File: src/rtl/text_palette_lut.sv
// Text-mode colour stage: glyph bit plus fg/bg attribute index a writable palette (CGA-16 at reset).
// Two-clock pipeline with the sideband delayed to match, and a frame-counted blink phase.
module text_palette_lut #(
    parameter int INDEX_W      = 4,
    parameter int COLOR_W      = 8,
    parameter int SB_W         = 3,
    parameter int BLINK_FRAMES = 30
) (
    input  logic                   clk,
    input  logic                   rst_n,
    input  logic                   pix_valid,
    input  logic                   pix_on,
    input  logic [INDEX_W-1:0]     fg_index,
    input  logic [INDEX_W-1:0]     bg_index,
    input  logic                   blink_attr,
    input  logic                   blink_en,
    input  logic                   frame_start,
    input  logic [SB_W-1:0]        sb_in,
    input  logic                   wr_en,
    input  logic [INDEX_W-1:0]     wr_addr,
    input  logic [3*COLOR_W-1:0]   wr_data,
    output logic [3*COLOR_W-1:0]   rgb_out,
    output logic                   rgb_valid,
    output logic [SB_W-1:0]        sb_out,
    output logic                   blink_phase
);

    localparam int DEPTH = 2 ** INDEX_W;
    localparam int RGB_W = 3 * COLOR_W;
    localparam int CNT_W = (BLINK_FRAMES > 1) ? $clog2(BLINK_FRAMES) : 1;
    localparam logic [CNT_W-1:0] CNT_LAST = CNT_W'(BLINK_FRAMES - 1);

    logic [RGB_W-1:0]   palette [DEPTH];
    logic [INDEX_W-1:0] sel;
    logic [INDEX_W-1:0] sel_r;
    logic               valid_r;
    logic [SB_W-1:0]    sb_r;
    logic [CNT_W-1:0]   frame_cnt;

    // A 2-bit level replicated across the channel gives 00/55/AA/FF at 8 bits.
    function automatic logic [COLOR_W-1:0] level(input logic [1:0] l);
        return {(COLOR_W / 2){l}};
    endfunction

    function automatic logic [RGB_W-1:0] cga_default(input int idx);
        logic [5:0] lv;
        lv = 6'b00_00_00;
        case (idx)
            1:  lv = 6'b00_00_10;
            2:  lv = 6'b00_10_00;
            3:  lv = 6'b00_10_10;
            4:  lv = 6'b10_00_00;
            5:  lv = 6'b10_00_10;
            6:  lv = 6'b10_01_00;
            7:  lv = 6'b10_10_10;
            8:  lv = 6'b01_01_01;
            9:  lv = 6'b01_01_11;
            10: lv = 6'b01_11_01;
            11: lv = 6'b01_11_11;
            12: lv = 6'b11_01_01;
            13: lv = 6'b11_01_11;
            14: lv = 6'b11_11_01;
            15: lv = 6'b11_11_11;
            default: lv = 6'b00_00_00;
        endcase
        return {level(lv[5:4]), level(lv[3:2]), level(lv[1:0])};
    endfunction

    always_comb begin
        sel = bg_index;
        if (pix_on && !(blink_en && blink_attr && blink_phase))
            sel = fg_index;
    end

    always_ff @(posedge clk or negedge rst_n) begin
        if (!rst_n) begin
            for (int i = 0; i < DEPTH; i++)
                palette[i] <= cga_default(i);
        end else if (wr_en) begin
            palette[wr_addr] <= wr_data;
        end
    end

    // Stage 2 reads before the same-edge write lands, so a colliding read sees the old entry.
    always_ff @(posedge clk or negedge rst_n) begin
        if (!rst_n) begin
            sel_r     <= '0;
            valid_r   <= 1'b0;
            sb_r      <= '0;
            rgb_out   <= '0;
            rgb_valid <= 1'b0;
            sb_out    <= '0;
        end else begin
            sel_r     <= sel;
            valid_r   <= pix_valid;
            sb_r      <= sb_in;
            rgb_out   <= palette[sel_r];
            rgb_valid <= valid_r;
            sb_out    <= sb_r;
        end
    end

    always_ff @(posedge clk or negedge rst_n) begin
        if (!rst_n) begin
            frame_cnt   <= '0;
            blink_phase <= 1'b0;
        end else if (frame_start) begin
            if (frame_cnt == CNT_LAST) begin
                frame_cnt   <= '0;
                blink_phase <= ~blink_phase;
            end else begin
                frame_cnt <= frame_cnt + 1'b1;
            end
        end
    end

endmodule

File: config.mk
export PLATFORM = sky130hd
export DESIGN_NAME = text_palette_lut
export DESIGN_NICKNAME = d
export VERILOG_FILES = /design/src/rtl/text_palette_lut.sv
export SDC_FILE = /design/constraint.sdc
export NUM_CORES = 1
export LEC_CHECK = 0
export ABC_AREA = 1
export CAP_MARGIN = 40
export CELL_PAD_IN_SITES_DETAIL_PLACEMENT = 1
export CELL_PAD_IN_SITES_GLOBAL_PLACEMENT = 1
export CORE_AREA = 2 2 214 216
export DETAILED_ROUTE_END_ITERATION = 16
export DIE_AREA = 0 0 216 218
export GPL_ROUTABILITY_DRIVEN = 0
export HOLD_SLACK_MARGIN = 0.05
export PLACE_DENSITY_LB_ADDON = 0.12
export RECOVER_POWER = 100
export SLEW_MARGIN = 5
export SYNTH_ARGS = -nofsm -noshare
export SYNTH_HDL_FRONTEND = slang
export SYNTH_SLANG_ARGS = --single-unit
export TNS_END_PERCENT = 5
File: constraint.sdc
create_clock -name clk -period 1.7 [get_ports clk]
set_input_delay 0.17 -clock clk [delete_from_list [all_inputs] [get_ports clk]]
set_output_delay 0.17 -clock clk [all_outputs]
set_load 0.03 [all_outputs]
==> impl_metrics.yaml <==
status:
  outcome: "finished clean"
pwr:
  p_sw_w: 0.00968
  p_int_w: 0.0214
  p_seq_frac: 0.455
  powerDensity_nw_per_um2: 1320
  p_comb_frac: 0.222
  leakage_nw: 11.3
  ir_drop_mv: 0.684
  netSwitchingFraction: 0.312
  clock_power_share: 0.323
routing:
  dr_total_vias: 17400
  antenna_left: 0
  wl_per_cell_um: 19.9
  viasPerCell: 5.30
  met2_length_mm: 31.2
  first_pass_iters: 5
  drt-met1-wl_mm: 29.6
  routed.top_layer: "met4"
  wl_mm: 65.3
  met3_length_mm: 2.80
  drtIter0Drc: 1200
  drc_errors: 0
grt:
  grt_pass1_wl_mm: 103
  grt_max_degree: 83
  antenna_found_initial: 2
  grt_usage: 0.283
  grt_pass1_vias: 18400
  overflow: 0
floorplan:
  die_h_um: 218
  core_area_um2: 44900
  chipWidth_um: 216
  start_util: 0.453
  die_area_um2: 47100
  ios: 76
  rows: 78
clocking:
  cts_tree: "done"
  cts_root_buf: "clkbuf_16"
  clock-sinks: 426
  clk_latency_ps: 590
  h-tree-depth: 2
  clk_pin_slew_ps: 60
  numCtsBuffers: 48
  clock_path_buffers: 3
yosys:
  ys_seq_area_frac: 0.536
  postSynthAreaPerCell_um2: 7.90
  synth_flop_cell: "dfrtp_1"
  synth_top_area_frac: 0.288
  synth_area_leader_cell: "dfrtp_1"
  syn_area_um2: 20300
  synth_cells: 2575
  synth_nets: 2624
  async_flop_share: 1.00
  yosysWarnings: 0
  synth_commonest_cells: "nand2_1, inv_1, nand3_1, o21ai_0, dfrtp_1"
  synth_seq_cells: 426
  yosys.cell_types.count: 26
  synth-edff-count: 0
  yosysMostFrequentCell: "nand2_1"
  synth_area_leaders: "dfrtp_1, dfstp_2, nand2_1"
worst_setup_path:
  crit_type: "reg2reg"
  crit_top_cell: "nand3_1"
  cp-end-kind: "flip-flop"
  path_max_fanout: 10
  start_kind: "flip-flop"
  cp_top_family: "flip-flops"
  cp_num_buf_inv: 3
  worstPathRequired_ps: 2130
  path_cells: "clkinv_8 -> buf_4 -> buf_6 -> nand2_1 -> nand3_1 -> nand3_1 -> nand3_1 -> nand2_1"
  cp_slowest_cell: "dfrtp_4"
  slowest_delay_ps: 580
  critPathArrivalTime_ps: 2090
cells_and_area:
  fin_cells: 3275
  syn2layout_area_growth_pct: 15.4
  drive_gt1_frac: 0.145
  layout.nets: 2686
  fillCellCount: 5467
  multi_input_area_um2: 6940
  regArea_um2: 10900
timing:
  tightest_slew_ps: 942
  hold_viol: 0
  maxSlewViolCount: 0
  period_needed_ps: 1650
  slew_headroom: 0.372
  fin_crit_sh: 0.973
  rsz0062_at_grt: "false"
  setup_viol: 0
  setup_tns_ps: 0
  fin_worst_skew_ps: 11.2
  fmax_ghz: 0.604
placed_design:
  hpwl_mm: 40.3
  dp_cells: 3177
  place.port_buffers: 75
hold_path:
  hold_path.class: "in2async"
job:
  cap_violations: 0
==> per-stage QoR <==
stage	cell area, um2	worst slack (ps)	hold WS [ps]	utilization	power (W)
CTS	23900	12.5	89.9	0.532	0.0314
floorplan	20300	418	-126	-	0.0185
finish	23500	45.5	73.8	0.523	0.0310
global route	23500	6.90	87.3	0.523	0.0328
global placement	22400	-21.3	99.0	0.498	0.0209
detailed placement	22400	-86.2	104	0.498	0.0213
==> worst reg2reg max path, cell delays in order (launching register included) <==
cell      delay (ps)
dfrtp_4          580
clkinv_8         130
buf_4            130
buf_6            140
nand2_1           70
nand3_1           70
nand3_1          140
nand3_1          130
nand2_1          120
==> layer usage <==
| metal | up-vias | GRT usage |
|---|---|---|
| li1 | 8105 | - |
| met1 | 8811 | 0.382 |
| met2 | 342 | 0.479 |
| met3 | 100 | 0.0339 |
| met4 | 0 | 0.0874 |
| met5 | - | 0 |
==> layout by cell type (no fill, tap or decap), types with 25 or more instances in the layout <==
| cell type | Yosys | layout |
|---|---|---|
| dlygate4sd2_1 | 0 | 29 |
| clkdlybuf4s50_1 | 0 | 39 |
| inv_1 | 379 | 380 |
| nand3_1 | 326 | 324 |
| clkbuf_1 | 55 | 28 |
| buf_12 | 0 | 25 |
| o21ai_0 | 318 | 366 |
| nand2_1 | 832 | 834 |
| dfstp_2 | 192 | 192 |
| buf_4 | 10 | 51 |
| clkbuf_16 | 0 | 50 |
| dfrtp_1 | 234 | 231 |
==> final cells by class <==
cell class	instances	area share
Antenna cell	1	0.000107
Clock buffer	80	0.0623
Clock inverter	7	0.00160
Inverter	385	0.0622
Multi-Input combinational cell	1581	0.295
Sequential cell	426	0.465
Tap cell	600	0.0320
Timing Repair Buffer	195	0.0816
==> kinds of logic after synthesis <==
group                    after synthesis  synth area share
adder cells (fa/ha/maj)                2           0.00123
AO/OA/AOI/OAI                        390            0.0961
flip-flops                           426             0.536
multiplexers                           4           0.00221
XOR/XNOR                               2          0.000861
buffers and inverters                568             0.122
AND/OR/NAND/NOR                     1183             0.241
==> sequential cells by signal (all words and copies together), names as in the netlist <==
signal and cells:
sb_r 3, blink_phase 1, rgb_out 24, frame_cnt 5, palette 384, sel_r 4, sb_out 3, valid_r 1
rgb_valid 1
==> power groups by stage <==
| stage | clock [W] | sequential (W) | combinational (W) |
|---|---|---|---|
| 2_1_floorplan | 0 | 0.0143 | 0.00422 |
| 3_3_place_gp | 0 | 0.0141 | 0.00679 |
| 3_5_place_dp | 0 | 0.0143 | 0.00709 |
| 4_1_cts | 0.0102 | 0.0141 | 0.00707 |
| 5_1_grt | 0.0106 | 0.0144 | 0.00784 |
| 6_report | 0.0100 | 0.0141 | 0.00690 |
==> worst paths after layout <==
check	start	endpoint	slack (ps)	depth (start not counted)
worst max-delay path	sel_r[0]	rgb_out[5]	50	8
worst min-delay path	rst_n	palette[275]	70	2
worst max register to register	sel_r[0]	rgb_out[5]	50	8
worst min register to register	sb_r[2]	sb_out[2]	350	0
max in group asynchronous	rst_n	sel_r[1]	280	3
min in group clk	bg_index[0]	sel_r[0]	200	2
==> repair_timing <==
action                                  in CTS  in global routing
setup buffers                                0                  4
cloned                                       0                  1
hold endpoints to repair                   253                  0
gates resized for setup                     29                  3
endpoints found under the setup margin      29                 11
hold buffers                                 5                  0
Power figures use the tool's default switching activity.
